File: config.mk
export PLATFORM = sky130hd
export DESIGN_NAME = uart_rx
export DESIGN_NICKNAME = d
export VERILOG_FILES = /design/src/rtl/uart_pkg.sv /design/src/rtl/rx_synchronizer.sv /design/src/rtl/uart_rx.sv
export SDC_FILE = /design/constraint.sdc
export NUM_CORES = 1
export LEC_CHECK = 0
export ABC_AREA = 1
export CORE_UTILIZATION = 39
export CTS_BUF_LIST = sky130_fd_sc_hd__clkbuf_4 sky130_fd_sc_hd__clkbuf_8 sky130_fd_sc_hd__clkbuf_16
export CTS_CLUSTER_SIZE = 16
export DETAILED_ROUTE_END_ITERATION = 7
export GPL_TIMING_DRIVEN = 0
export SLEW_MARGIN = 0
export SYNTH_ARGS = -nofsm -noshare
export SYNTH_HDL_FRONTEND = slang
export SYNTH_HIERARCHICAL = 1
export SYNTH_SLANG_ARGS = --single-unit
File: constraint.sdc
create_clock -name clk_50MHz -period 2.4 [get_ports clk_50MHz]
set_clock_uncertainty 0.15 [all_clocks]
set_input_delay 0.24 -clock clk_50MHz [delete_from_list [all_inputs] [get_ports clk_50MHz]]
set_output_delay 0.24 -clock clk_50MHz [all_outputs]
set_load 0.005 [all_outputs]
File: src/rtl/uart_pkg.sv
// Shared definitions for the UART receive path: FSM encoding, defaults and
// the 2-of-3 sample vote.
package uart_pkg;

    localparam int unsigned DBIT_DEFAULT       = 8;
    localparam int unsigned OVERSAMPLE_DEFAULT = 16;

    typedef enum logic [1:0] {
        IDLE,
        START,
        DATA,
        STOP
    } rx_state_t;

    function automatic logic majority3(input logic a, input logic b, input logic c);
        return (a & b) | (a & c) | (b & c);
    endfunction

endpackage

File: src/rtl/rx_synchronizer.sv
// Two-flop synchronizer for asynchronous inputs; resets to all-ones so an
// idle-high serial line does not produce a false edge on reset release.
module rx_synchronizer #(
    parameter int unsigned WIDTH = 1
) (
    input  logic             clk_50MHz,
    input  logic             reset_n,
    input  logic [WIDTH-1:0] d,
    output logic [WIDTH-1:0] q
);

    logic [WIDTH-1:0] meta;

    always_ff @(posedge clk_50MHz) begin
        if (!reset_n) begin
            meta <= '1;
            q    <= '1;
        end else begin
            meta <= d;
            q    <= meta;
        end
    end

endmodule

File: src/rtl/uart_rx.sv
// Oversampling UART receiver: start-edge detect with generator phase reset,
// 2-of-3 voted data/stop sampling, valid/ready output register with flags.
module uart_rx
    import uart_pkg::*;
#(
    parameter int unsigned DBIT       = DBIT_DEFAULT,
    parameter int unsigned OVERSAMPLE = OVERSAMPLE_DEFAULT,
    parameter int unsigned SAMPLE_MID = OVERSAMPLE / 2 - 1
) (
    input  logic            clk_50MHz,
    input  logic            reset_n,
    input  logic            rx,
    input  logic            tick,
    output logic            phase_reset,
    output logic [DBIT-1:0] rx_data,
    output logic            rx_valid,
    input  logic            rx_ready,
    output logic            framing_err,
    output logic            overrun_err
);

    localparam int unsigned SW = $clog2(OVERSAMPLE);
    localparam int unsigned NW = $clog2(DBIT + 1);

    localparam logic [SW-1:0] S_EARLY = SW'(SAMPLE_MID - 1);
    localparam logic [SW-1:0] S_MID   = SW'(SAMPLE_MID);
    localparam logic [SW-1:0] S_LATE  = SW'(SAMPLE_MID + 1);
    localparam logic [SW-1:0] S_LAST  = SW'(OVERSAMPLE - 1);
    localparam logic [NW-1:0] N_LAST  = NW'(DBIT - 1);

    rx_state_t       state;
    logic            rxs;
    logic            prev;
    logic [SW-1:0]   s;
    logic [NW-1:0]   n;
    logic [DBIT-1:0] shreg;
    logic [2:0]      votes;
    logic            data_bit;
    logic            stop_bit;

    rx_synchronizer #(.WIDTH(1)) u_sync (
        .clk_50MHz (clk_50MHz),
        .reset_n   (reset_n),
        .d         (rx),
        .q         (rxs)
    );

    assign data_bit = majority3(votes[0], votes[1], votes[2]);
    assign stop_bit = majority3(votes[0], votes[1], rxs);

    // s keeps its origin at each bit's leading edge (START runs the full bit
    // after validating at its centre), so the three votes straddle bit centres.
    always_ff @(posedge clk_50MHz) begin
        if (!reset_n) begin
            state       <= IDLE;
            prev        <= 1'b1;
            s           <= '0;
            n           <= '0;
            shreg       <= '0;
            votes       <= '0;
            rx_data     <= '0;
            rx_valid    <= 1'b0;
            phase_reset <= 1'b0;
            framing_err <= 1'b0;
            overrun_err <= 1'b0;
        end else begin
            prev        <= rxs;
            phase_reset <= 1'b0;
            framing_err <= 1'b0;
            overrun_err <= 1'b0;
            if (rx_valid && rx_ready) begin
                rx_valid <= 1'b0;
            end
            case (state)
                IDLE: begin
                    if (prev && !rxs) begin
                        phase_reset <= 1'b1;
                        s           <= '0;
                        state       <= START;
                    end
                end
                START: begin
                    if (tick) begin
                        if (s == S_MID && rxs) begin
                            state <= IDLE;
                        end else if (s == S_LAST) begin
                            s     <= '0;
                            n     <= '0;
                            state <= DATA;
                        end else begin
                            s <= s + 1'b1;
                        end
                    end
                end
                DATA: begin
                    if (tick) begin
                        if (s == S_EARLY) votes[0] <= rxs;
                        if (s == S_MID)   votes[1] <= rxs;
                        if (s == S_LATE)  votes[2] <= rxs;
                        if (s == S_LAST) begin
                            shreg <= {data_bit, shreg[DBIT-1:1]};
                            s     <= '0;
                            n     <= n + 1'b1;
                            if (n == N_LAST) begin
                                state <= STOP;
                            end
                        end else begin
                            s <= s + 1'b1;
                        end
                    end
                end
                STOP: begin
                    if (tick) begin
                        if (s == S_EARLY) votes[0] <= rxs;
                        if (s == S_MID)   votes[1] <= rxs;
                        if (s == S_LATE) begin
                            state <= IDLE;
                            if (stop_bit) begin
                                rx_data     <= shreg;
                                rx_valid    <= 1'b1;
                                overrun_err <= rx_valid && !rx_ready;
                            end else begin
                                framing_err <= 1'b1;
                            end
                        end else begin
                            s <= s + 1'b1;
                        end
                    end
                end
                default: state <= IDLE;
            endcase
        end
    end

endmodule

==> flow_summary.ini, run 1 <==
[critical_path]
setup.worst_path.end_class = flop
type_of_origin_of_the_critical_path = flop
regToRegSetupSlack_ns = 0.52
critPathKind = reg2reg
worstPathArrival_ns = 1.92
timing.critical_path.fanout_max = 8
critPathRequiredTime_ns = 2.43

[sta]
pin_slew_with_the_least_headroom_to_its_limit_ns = 0.439
maxSlewViolCount = 0
final_setup_violation_count = 0
hold_violations = 0
period_needed_ns = 1.88
timing.max_slew.rel_slack_pct = 70.8
final.period_utilization_pct = 78.4
rsz_0062_raised_after_global_routing = no
final.setup.tns_ns = 0
max_freq_ghz = 0.532

[cells_and_area]
nNetsFinal = 260
num_antenna_cells = 0
final_layout_size_suffix_gt1_share_pct = 14.2
area.growth.synth_to_final_pct = 18.6
fin_cells = 296

[floorplanning]
die_area_mm2 = 0.00466
initial_core_util_pct = 41.7
die_height_um = 68.3
io_pins = 17
die_w_um = 68.3
floorplan.rows = 23
core_region_area_mm2 = 0.00412

[routing]
route.vias.total = 1365
drcViolationCount = 0
ratio_of_routed_vias_to_standard_cells = 4.61
drt_iter0_drc = 54
route.antenna.remaining_nets = 0
routed_wl_mm = 3.17
first_pass_iters = 4
route.detailed.wl_per_inst_um = 10.7

[yosys]
synth_top_area_share_pct = 42.0
netlist_top_cells_area = dfxtp_1, nor2_1, nand2_1, ha_1, o21ai_0
yosys-top-cells-count = nor2_1, dfxtp_1, nand2_1
synth_enable_flop_cells = 0
synthMostInstantiatedCell = nor2_1
ys_dominant_reg_cell = dfxtp_1
synth_area_mm2 = 0.00171
yosys_warning_count = 6
yosysTopAreaCell = dfxtp_1
synth.distinct_cells = 34
asyncSetResetFlopFracSynth_pct = 0
postSynthCellCount = 223
post_synthesis_net_count = 237
seq_area_frac_synth_pct = 42.0
ys_ff_latch = 36
synth_area_per_cell_um2 = 7.69

[hold_path]
hold_class = reg2reg

[clock_tree]
cts_repair_resize_count = 0
h-tree-depth = 2
cts_hold_buffers = 0
cts.root.buffer_cell = clkbuf_8
cts.path.max_buffers = 2
tritoncts = done
tritoncts.num_buffers = 5
clk_transition_reported_paths_ns = 0.07
cts.repair_timing.setup_buffer_count = 0
insertion_delay_ns = 0.29
cts.sink_count = 36

[power]
power.combinational.fraction_pct = 27.6
netSwitchingFraction_pct = 32.7
vdd.ir_drop.worst_mv = 0.344
cellLeakagePower_nw = 0.823
internal-power_mw = 1.06
power.switching_mw = 0.513
power.sequential.fraction_pct = 42.7
power_density_mw_per_mm2 = 771
fin_total_pwr_mw = 1.57
power.clock.fraction_pct = 29.7

[grt]
grt_pass1_wl_mm = 5.55
number_of_antenna_violations_at_the_first_check_in_global_routing = 0
globalRouteOverflowTotal = 0
largest_net_degree_at_the_start_of_global_routing = 11
vias_in_the_first_global_route = 1207
gr-usage-all-layers_pct = 16.4

[job]
maxCapViolations = 0

[outcome]
run_status = finished, final reports clean

[placed_design]
gp_routability_congestion = 0.765
sum_of_net_half_perimeters_after_detailed_placement_mm = 2.35
place.detailed.instances = 289
buffer_ports.inserted = 16
[state kept, by name, indices dropped and copies added, names as in the netlist, named ones only]
register / flops
state: 1
prev: 1
phase_reset: 1
n: 4
rx_data: 8
u_sync/meta: 1
framing_err: 1
shreg: 8
overrun_err: 1
u_sync/q: 1
votes: 3
s: 4
rx_valid: 1
[worst paths after layout]
kind	startpoint	endpoint	cells after the start
max	state[0]	s[0]	11
min	u_sync/meta	u_sync/q	2
max reg2reg	state[0]	s[0]	11
min reg2reg	u_sync/meta	u_sync/q	2
[power by group through the flow]
stage	sequential, mW	clock, mW	combinational (mW)
after global routing	0.676	0.510	0.503
final	0.669	0.466	0.433
after detailed placement	0.683	0	0.435
after floorplan	0.673	0	0.362
after CTS	0.670	0.481	0.437
after global placement	0.682	0	0.434
[metal layers]
metal	vias up	share of wire, %	track usage [%]
met5	-	0	0
met4	0	1.5	6.25
met3	4	4.1	6.50
met2	15	40	22.4
met1	592	55	22.6
li1	754	-	-
[cell families after synthesis]
family / synth area share [%]
XOR/XNOR: 0.511
buffers and inverters: 7.66
flip-flops: 42.0
AND/OR/NAND/NOR: 32.8
adder cells (fa/ha/maj): 6.57
AO/OA/AOI/OAI: 10.4
[metrics by stage]
step	hold WS, ns	setup WS, ns	instance area, um2	util (%)
CTS	0.252	0.497	2030	49.4
global route	0.279	0.351	2030	49.4
global placement	0.236	0.496	1940	47.1
detailed placement	0.235	0.517	1940	47.1
floorplan	0.159	0.696	1710	-
finish	0.254	0.519	2030	49.4
[placed cells by master (no fill, tap or decap), drive strengths merged]
cell type and instances:
nand2 40, nor2 52, xor2 1, a31oi 1, ha 9, a21oi 7, nor3b 2, nand4 3
clkinv 2, o22ai 1, clkbuf 8, nor3 6, buf 3, dfxtp 36, a211oi 1, clkdlybuf4s50 16
nand3 7, o21ai 24, nor4 2, inv 25
[layout make-up]
class | count | area, um2
flip-flops and latches | 36 | 721
multi-input cells | 156 | 862
repair buffers | 16 | 160
clock buffers | 7 | 96.3
well taps | 50 | 62.6
fillers | 423 | 2080
inverters | 27 | 108
plain buffers | 4 | 23.8
[worst max-delay path, stage by stage (launching register included)]
cell     delay (ns)
dfxtp_1        0.44
inv_1          0.12
ha_1           0.22
buf_6          0.14
nor2_4         0.11
nand2_2        0.05
nand2_2        0.07
nand2_4        0.08
nor2_8         0.16
nand2_1        0.08
nand2_2        0.09
nor2_1         0.06
Power figures use the tool's default switching activity.
==> inputs of run 2 (changes only) <==
Clock period 2.4 ns to 1.8 ns, I/O delays scaled along.
==> flow_summary.ini, run 2 (synthesis gave the netlist of run 1 again) <==
[outcome]
run_status = finished, final reports clean

[cells_and_area]
nNetsFinal = 260
mostFrequentLayoutCells = nor2_1, dfxtp_1, nand2_1
layout_commonest_cell = nor2_1
num_antenna_cells = 0
top_regs = rx_data (8), shreg (8)
postLayoutCoreUtil_pct = 49.9
final_layout_size_suffix_gt1_share_pct = 17.1
post-route-cell-area_mm2 = 0.00205
area.growth.synth_to_final_pct = 19.9
fin_cells = 296

[critical_path]
beginning_of_the_worst_register_to_register_path = state[0]
worst_setup_path_startpoint = state[0]
type_of_origin_of_the_critical_path = flop
worstPathArrival_ns = 1.69
critPathKind = reg2reg
timing.critical_path.fanout_max = 8
critPathRequiredTime_ns = 1.84
setup.worst_path.end_class = flop

[floorplanning]
initial_core_util_pct = 41.7
die_height_um = 68.3
core_region_area_mm2 = 0.00412
die_area_mm2 = 0.00466
io_pins = 17
floorplan.rows = 23
die_w_um = 68.3

[power]
netSwitchingFraction_pct = 32.8
power.sequential.fraction_pct = 41.8
vdd.ir_drop.worst_mv = 0.457
power.clock.fraction_pct = 29.0
power_density_mw_per_mm2 = 1040
internal-power_mw = 1.44
fin_total_pwr_mw = 2.15
cellLeakagePower_nw = 0.820
power.switching_mw = 0.704
power.combinational.fraction_pct = 29.2

[clock_tree]
h-tree-depth = 2
insertion_delay_ns = 0.29
cts.sink_count = 36
tritoncts = done
clk_transition_reported_paths_ns = 0.07
cts_hold_buffers = 0
cts.root.buffer_cell = clkbuf_8
cts.path.max_buffers = 2
tritoncts.num_buffers = 5

[grt]
globalRouteOverflowTotal = 0
gr-usage-all-layers_pct = 16.4
grt_pass1_wl_mm = 5.56
globalRoute.busiestLayer = met1
vias_in_the_first_global_route = 1209
number_of_antenna_violations_at_the_first_check_in_global_routing = 0
grt.met2_usage_pct = 22.5
largest_net_degree_at_the_start_of_global_routing = 11
grt_util_met3_pct = 6.50
global_route.usage.met1_pct = 22.6

[sta]
final.setup.tns_ns = 0
rsz_0062_raised_after_global_routing = no
final.period_utilization_pct = 92.1
timing.max_slew.rel_slack_pct = 70.6
hold_violations = 0
maxSlewViolCount = 0
max_freq_ghz = 0.603
final_setup_violation_count = 0
period_needed_ns = 1.66
pin_slew_with_the_least_headroom_to_its_limit_ns = 0.440

[hold_path]
min_from = u_sync/meta
hold_class = reg2reg

[routing]
drcViolationCount = 0
route.antenna.remaining_nets = 0
routed_wl_mm = 3.22
ratio_of_routed_vias_to_standard_cells = 4.66
first_pass_iters = 4
route.vias.total = 1379
drt_iter0_drc = 71
route.detailed.wl_per_inst_um = 10.9

[placed_design]
gp_routability_congestion = 0.765
sum_of_net_half_perimeters_after_detailed_placement_mm = 2.35
placement.cell_area_mm2 = 0.00194
buffer_ports.inserted = 16
place.detailed.instances = 289

[job]
maxCapViolations = 0
run 2: critical path, stage by stage, from the launching register on:
cell and delay [ns]:
dfxtp_4 0.37, inv_2 0.05, ha_2 0.26, nor2_4 0.12, nand2_2 0.05, nand2_2 0.07, nand2_4 0.09, nor2_4 0.13
nand2_1 0.07, inv_2 0.05, nand2_1 0.04, nand2_1 0.05, nor2_1 0.04
run 2: cell type report:
type	instances	area, um2
well taps	50	62.6
clock buffers	7	96.3
fillers	421	2060
repair buffers	17	168
multi-input cells	156	882
flip-flops and latches	36	726
plain buffers	3	12.5
inverters	27	108
run 2: timing repair:
item,4_1_cts,5_1_grt
buffers inserted,0,1
pin swaps,0,3
endpoints found under the setup margin,6,16
resized for setup,2,9
run 2: layer usage:
metal	vias up	routed length [um]	part of all wire (%)
met5	-	0	0
met2	22	1300	40
met1	595	1710	53
met3	5	154	4.8
met4	0	52	1.6
li1	757	-	-
run 2: path summary, 6_finish.rpt:
path              end  slack [ns]  depth (start not counted)
max reg2reg  state[0]        0.14                         12
min          u_sync/q        0.25                          2
min reg2reg  u_sync/q        0.25                          2
max          state[0]        0.14                         12
run 2: stage by stage:
step,hold slack [ns],worst slack (ns)
floorplan,0.0987,0.0965
detailed placement,0.235,-0.0830
global placement,0.236,-0.0723
finish,0.252,0.143
global route,0.279,0.000530
CTS,0.252,0.0124
run 2: power groups by stage:
| stage | Sequential, mW | Combinational, mW | Clock, mW |
|---|---|---|---|
| 3_5_place_dp | 0.911 | 0.579 | 0 |
| 6_report | 0.897 | 0.627 | 0.621 |
| 3_3_place_gp | 0.909 | 0.578 | 0 |
| 5_1_grt | 0.905 | 0.719 | 0.680 |
| 4_1_cts | 0.899 | 0.583 | 0.641 |
| 2_1_floorplan | 0.898 | 0.482 | 0 |
